--- src/rtl/pool1_maxpool_stage.sv ---
// -----------------------------------------------------------------------------
// pool1_maxpool_stage
//   2x2 / stride-2 signed max-pool between the conv1 feature-map memory and the
//   P1 memory. One start pulse (sampled in IDLE) processes one IN_DIM x IN_DIM
//   map: each RUN cycle issues the four taps of one window, the tap data returns
//   one cycle later, and the pooled (optionally ReLU-clamped) value is written
//   on the following cycle, in raster order.
//
// Ports
//   clk, reset_n          clock, asynchronous active-low reset
//   start                 begin one map (ignored unless IDLE)
//   busy                  high whenever the block is not IDLE
//   done                  one-cycle pulse after the last write
//   rd_en, rd_addr0..3    window tap read strobe / addresses (TL, TR, BL, BR)
//   rd_data0..3           tap data, valid one cycle after rd_en
//   wr_en, wr_addr        P1 write strobe / pooled index
//   wr_data               pooled value
// -----------------------------------------------------------------------------
module pool1_maxpool_stage #(
    parameter int IN_DIM = 32'sd24,
    parameter int DATA_W = 32'sd16,
    parameter int IN_AW  = 32'sd10,
    parameter int OUT_AW = 32'sd8,
    parameter bit RELU   = 1'b1
) (
    input  logic              clk,
    input  logic              reset_n,
    input  logic              start,
    output logic              busy,
    output logic              done,
    output logic              rd_en,
    output logic [IN_AW-1:0]  rd_addr0,
    output logic [IN_AW-1:0]  rd_addr1,
    output logic [IN_AW-1:0]  rd_addr2,
    output logic [IN_AW-1:0]  rd_addr3,
    input  logic [DATA_W-1:0] rd_data0,
    input  logic [DATA_W-1:0] rd_data1,
    input  logic [DATA_W-1:0] rd_data2,
    input  logic [DATA_W-1:0] rd_data3,
    output logic              wr_en,
    output logic [OUT_AW-1:0] wr_addr,
    output logic [DATA_W-1:0] wr_data
);

    localparam int HALF = IN_DIM / 32'sd2;
    localparam int NWIN = HALF * HALF;
    localparam int CW   = (HALF > 32'sd1) ? $clog2(HALF) : 32'sd1;

    typedef enum logic [1:0] {
        ST_IDLE  = 2'd0,
        ST_RUN   = 2'd1,
        ST_DRAIN = 2'd2,
        ST_DONE  = 2'd3
    } state_t;

    state_t              state_r;
    state_t              state_nxt_s;
    logic [CW-1:0]       col_r;
    logic [CW-1:0]       row_r;
    logic [CW-1:0]       col_nxt_s;
    logic [CW-1:0]       row_nxt_s;
    logic [IN_AW-1:0]    base_nxt_s;
    logic                drain_cnt_r;
    logic                rd_vld_r;
    logic [OUT_AW-1:0]   wr_idx_r;
    logic                last_win_s;
    logic signed [DATA_W-1:0] max_s;
    logic [DATA_W-1:0]   pooled_s;

    // Signed maximum of two taps at full pixel width.
    function automatic logic signed [DATA_W-1:0] max2(
        input logic signed [DATA_W-1:0] a,
        input logic signed [DATA_W-1:0] b
    );
        return (a > b) ? a : b;
    endfunction

    assign last_win_s = (col_r == CW'(HALF - 32'sd1)) && (row_r == CW'(HALF - 32'sd1));

    // Next-state logic; DRAIN lasts two cycles so the final two writes land.
    always_comb begin
        state_nxt_s = state_r;
        case (state_r)
            ST_IDLE: begin
                if (start) state_nxt_s = ST_RUN;
                else       state_nxt_s = ST_IDLE;
            end
            ST_RUN: begin
                if (last_win_s) state_nxt_s = ST_DRAIN;
                else            state_nxt_s = ST_RUN;
            end
            ST_DRAIN: begin
                if (drain_cnt_r) state_nxt_s = ST_DONE;
                else             state_nxt_s = ST_DRAIN;
            end
            ST_DONE:  state_nxt_s = ST_IDLE;
            default:  state_nxt_s = ST_IDLE;
        endcase
    end

    // Window walk: base (top-left tap) steps by 2 per column and jumps to the
    // next pair of rows on column wrap; everything rewinds after the last window.
    always_comb begin
        col_nxt_s  = col_r;
        row_nxt_s  = row_r;
        base_nxt_s = rd_addr0;
        if (state_r == ST_RUN) begin
            if (last_win_s) begin
                col_nxt_s  = {CW{1'b0}};
                row_nxt_s  = {CW{1'b0}};
                base_nxt_s = {IN_AW{1'b0}};
            end else if (col_r == CW'(HALF - 32'sd1)) begin
                col_nxt_s  = {CW{1'b0}};
                row_nxt_s  = row_r + CW'(1'b1);
                base_nxt_s = rd_addr0 + IN_AW'(IN_DIM + 32'sd2);
            end else begin
                col_nxt_s  = col_r + CW'(1'b1);
                row_nxt_s  = row_r;
                base_nxt_s = rd_addr0 + IN_AW'(2'd2);
            end
        end else begin
            col_nxt_s  = col_r;
            row_nxt_s  = row_r;
            base_nxt_s = rd_addr0;
        end
    end

    // Pool the four returned taps and clamp negative maxima when ReLU is on.
    always_comb begin
        max_s = max2(max2($signed(rd_data0), $signed(rd_data1)),
                     max2($signed(rd_data2), $signed(rd_data3)));
        if (RELU && max_s[DATA_W-1]) pooled_s = {DATA_W{1'b0}};
        else                         pooled_s = max_s;
    end

    // State, counters and registered control/address outputs.
    always_ff @(posedge clk or negedge reset_n) begin
        if (!reset_n) begin
            state_r     <= ST_IDLE;
            col_r       <= {CW{1'b0}};
            row_r       <= {CW{1'b0}};
            drain_cnt_r <= 1'b0;
            busy        <= 1'b0;
            done        <= 1'b0;
            rd_en       <= 1'b0;
            rd_addr0    <= {IN_AW{1'b0}};
            rd_addr1    <= {IN_AW{1'b0}};
            rd_addr2    <= {IN_AW{1'b0}};
            rd_addr3    <= {IN_AW{1'b0}};
        end else begin
            state_r     <= state_nxt_s;
            col_r       <= col_nxt_s;
            row_r       <= row_nxt_s;
            drain_cnt_r <= (state_r == ST_DRAIN) ? ~drain_cnt_r : 1'b0;
            busy        <= (state_nxt_s != ST_IDLE);
            done        <= (state_nxt_s == ST_DONE);
            rd_en       <= (state_nxt_s == ST_RUN);
            rd_addr0    <= base_nxt_s;
            rd_addr1    <= base_nxt_s + IN_AW'(1'b1);
            rd_addr2    <= base_nxt_s + IN_AW'(IN_DIM);
            rd_addr3    <= base_nxt_s + IN_AW'(IN_DIM + 32'sd1);
        end
    end

    // Write pipeline: rd_vld_r marks the cycle tap data is present; the pooled
    // value is registered on the following edge with a free-running index.
    always_ff @(posedge clk or negedge reset_n) begin
        if (!reset_n) begin
            rd_vld_r <= 1'b0;
            wr_en    <= 1'b0;
            wr_idx_r <= {OUT_AW{1'b0}};
            wr_addr  <= {OUT_AW{1'b0}};
            wr_data  <= {DATA_W{1'b0}};
        end else begin
            rd_vld_r <= rd_en;
            wr_en    <= rd_vld_r;
            if (rd_vld_r) begin
                wr_addr  <= wr_idx_r;
                wr_data  <= pooled_s;
                wr_idx_r <= (wr_idx_r == OUT_AW'(NWIN - 32'sd1)) ? {OUT_AW{1'b0}}
                                                                 : wr_idx_r + OUT_AW'(1'b1);
            end else begin
                wr_addr  <= wr_addr;
                wr_data  <= wr_data;
                wr_idx_r <= wr_idx_r;
            end
        end
    end

endmodule
--- config.mk ---
export PLATFORM = sky130hd
export DESIGN_NAME = pool1_maxpool_stage
export DESIGN_NICKNAME = d
export VERILOG_FILES = /design/src/rtl/pool1_maxpool_stage.sv
export SDC_FILE = /design/constraint.sdc
export NUM_CORES = 1
export LEC_CHECK = 0
export ABC_AREA = 1
export ABC_CLOCK_PERIOD_IN_PS = 5110
export BUFFER_PORTS_ARGS = -buffer_cell sky130_fd_sc_hd__buf_2
export CORE_ASPECT_RATIO = 1.1
export CORE_MARGIN = 2
export CORE_UTILIZATION = 45
export DETAILED_ROUTE_END_ITERATION = 6
export HOLD_SLACK_MARGIN = 0.12
export PLACE_DENSITY = 0.68
export SLEW_MARGIN = 20
export SYNTH_ARGS = -nofsm -noshare
export SYNTH_HDL_FRONTEND = slang
export SYNTH_SLANG_ARGS = --single-unit
export TNS_END_PERCENT = 1
--- constraint.sdc ---
create_clock -name clk -period 5.11 [get_ports clk]
set_input_delay 1.2775 -clock clk [delete_from_list [all_inputs] [get_ports clk]]
set_output_delay 1.2775 -clock clk [all_outputs]
set_load 0.03 [all_outputs]
==> results by group <==
Run status
  • Status: complete, no violations

Die
  • Initial Util: 0.4600
  • Num rows: 43
  • Die width: 111.9 µm
  • Die Area: 13740 µm²
  • Core area: 12540 µm²
  • # IOs: 135
  • Die Y: 122.7 µm

Placed design
  • HPWL after DPL: 11680 µm
  • Port Buffers: 133
  • Final GP Congestion: 0.9313
  • Dpl cell area: 6540 µm²

Finish
  • Fill cells: 1237
  • Area growth syn-to-layout: 18.85%
  • Fin nets: 1012
  • Layout cells sized above 1: 0.2200
  • Final instance area: 6854 µm²
  • Antenna Cells: 0

CTS
  • CTS HTree Levels: 3
  • CTS max path bufs: 2
  • Worst-Skew Late Latency: 0.33 ns
  • Total setup buffers inserted after CTS: 0
  • TritonCTS Buffers: 9
  • CTS Root Cell: clkbuf_16
  • Cts hold-fix bufs: 0
  • CTS clk-pin slew, worst paths: 0.06 ns
  • CTS sink cnt: 81
  • CTS tree: done
  • Post-CTS Resized: 0

Synth
  • Asr flop ratio synth: 1.000
  • Syn_area_per_cell: 7.588 µm²
  • Dominant synthesized flop cell: dfrtp_1
  • Post-synthesis compound-gate area fraction: 0.06032
  • Largest family of logic cells by synthesized area: simple AND/OR/NAND/NOR gates
  • Seq/Total Area, Yosys: 0.3515
  • Share of the synthesized area in the top cell type: 0.3515
  • Leading area contributor after synthesis: dfrtp_1
  • Syn nets: 885
  • YS warnings: 0
  • Simple-Gate Fraction of Synth Area: 0.3153
  • Cells after synthesis: 760
  • Netlist cell types: 42
  • Synth top cells by count: nand2_1 (196), inv_1 (127), dfrtp_1 (81)
  • Xor and xnor area share after synthesis: 0.03493
  • Cell Area, Synth: 5767 µm²
  • Top-count cell post-synth: nand2_1
  • Synth top area cells: dfrtp_1 (35%), nand2_1 (13%), ha_1 (13%), inv_1 (8.3%), nand3_1 (5.1%)
  • Post-synth EDFFs: 0
  • Synth Area in Adders: 0.1258
  • Register bit total from synthesis: 81
  • Post-synthesis mux area share: 0

Critical path
  • Startpoint Class: input port
  • CP required: 5.37 ns
  • Setup Crit Path Kind: in2reg
  • Crit. End Element: flop
  • Worst Path Arrival: 4.77 ns
  • Critical Path Start: rd_data1[11]
  • Crit-path max FO: 16
  • R2r startpoint: col_r[0]

Route
  • Wire per inst: 13.82 µm
  • DR vias: 5228
  • Post-DRT Antenna Nets: 0
  • Initial drt markers: 246
  • First drt pass iteration count: 4
  • Vias per inst: 4.989
  • Routed WL: 14480 µm
  • Remaining DRCs: 0

Pwr
  • Power share of the clock group: 0.320
  • P_int: 1.353 mW
  • Pwr dens: 307.4 nW/µm²
  • VDD IR max: 0.0001955 V
  • Static Leak: 3.906 nW
  • Share of total power in sequential cells: 0.340
  • Sw frac: 0.3579
  • Logic pwr share: 0.340
  • NetSw: 754.1 µW

GRT
  • GRT Util Overall: 0.2164
  • Initial antenna violation count: 1
  • Remaining global-route overflow: 0
  • Largest net degree at the start of global routing: 82
  • First-pass GRT wire length: 23850 µm
  • Vias in the first global route: 5009

Timing
  • Fmax: 221.9 MHz
  • Setup TNS: 0 ns
  • Slew @ Worst Pin: 0.8458 ns
  • Final Cycle Share: 0.8817
  • Endpoints failing setup: 0
  • Final hold violation count: 0
  • Fin crit period: 4.506 ns
  • Slew headroom: 0.4355
  • Max Slew Vio Count: 0
  • RSZ-0062 raised after global routing: no
  • Clock skew: 0.007928 ns

Min path
  • Hold Path Class: reg2reg
  • Hold path start: rd_en

Job
  • Max_cap viols: 0
## registers in the layout (all words and copies together) (netlist names), 2 cells and up
name / cells
row_r: 4
state_r: 2
col_r: 4
wr_addr: 8
rd_addr0: 7
rd_addr3: 10
rd_addr1: 7
rd_addr2: 10
wr_data: 15
wr_idx_r: 8
## layout by cell type, fill, tap and decap left out, types with 7 or more instances in the layout
master	n
and2_1	16
nand4_1	38
buf_4	7
dfrtp_1	81
nand3_1	59
inv_1	127
buf_2	132
nand2_1	196
nor2_1	31
o21ai_0	20
clkbuf_16	9
ha_1	58
xor2_1	21
a21oi_1	24
nand3_2	12
## cell families after synthesis
family	count (synthesis)
AO/OA/AOI/OAI	61
XOR/XNOR	23
adder cells (fa/ha/maj)	58
buffers and inverters	157
flip-flops	81
other	1
AND/OR/NAND/NOR	379
## through the flow
stage	hold WS (ns)	util	std cells	power (mW)	setup WS, ns
floorplan	0.3519	-	760	1.227	0.9418
global placement	0.3612	0.5217	1033	1.430	0.3608
detailed placement	0.3656	0.5217	1033	1.441	0.3185
CTS	0.3804	0.5465	1048	2.119	0.6687
global route	0.3939	0.5468	1048	2.240	0.1830
finish	0.3745	0.5468	1048	2.107	0.6044
## final cells by class
cell class,count,area (µm²),area share
timing repair buffer,140,724.4,0.1057
tap,157,196.4,0.02866
inverter,133,499.2,0.07284
clock buffer,10,229.0,0.03341
clock inverter,5,81.33,0.01187
sequential,81,2027,0.2957
multi-input combinational,522,3097,0.4518
## worst max-delay path, stage by stage
cell and delay [ns]:
buf_2 0.10, inv_1 0.09, ha_1 0.26, a21oi_1 0.17, nand2_1 0.08, a21oi_2 0.16, nand3_2 0.22, nand3_2 0.31
nand2_1 0.19, and2_1 0.18, ha_1 0.30, nand2_1 0.09, inv_1 0.04, nand2_1 0.05, nand2_1 0.05, nand2_1 0.06
nand2_1 0.05, nand2_1 0.08, nand2_1 0.06, nand2_1 0.07, nand3_2 0.16, inv_2 0.11, buf_4 0.20, nand3_1 0.10
nand2_1 0.10, nand3_1 0.08, nand2_1 0.11
## per-layer routing
layer | routed length (µm) | GRT usage | vias up
met3 | 737 | 0.04247 | 36
li1 | - | - | 2687
met4 | 521 | 0.08232 | 0
met2 | 7008 | 0.3780 | 140
met1 | 6215 | 0.2665 | 2365
met5 | 0 | 0 | -
## power by group through the flow
stage / Clock [mW] / Combinational, mW / Sequential, mW
6_report: 0.674 / 0.717 / 0.716
3_5_place_dp: 0 / 0.713 / 0.728
2_1_floorplan: 0 / 0.418 / 0.809
5_1_grt: 0.719 / 0.802 / 0.720
3_3_place_gp: 0 / 0.703 / 0.726
4_1_cts: 0.687 / 0.716 / 0.716
## path summary, 6_finish.rpt
check                           slack, ns  cells past startpoint          end
worst max register to register       2.45                     13  rd_addr3[7]
worst max-delay path                 0.60                     27  wr_data[12]
max in group asynchronous            3.63                      1  rd_addr2[6]
worst min-delay path                 0.37                      0     rd_vld_r
min in group asynchronous            0.97                      1   wr_addr[2]
worst min register to register       0.37                      0     rd_vld_r
Note: power is estimated with default switching activity, not from simulation.
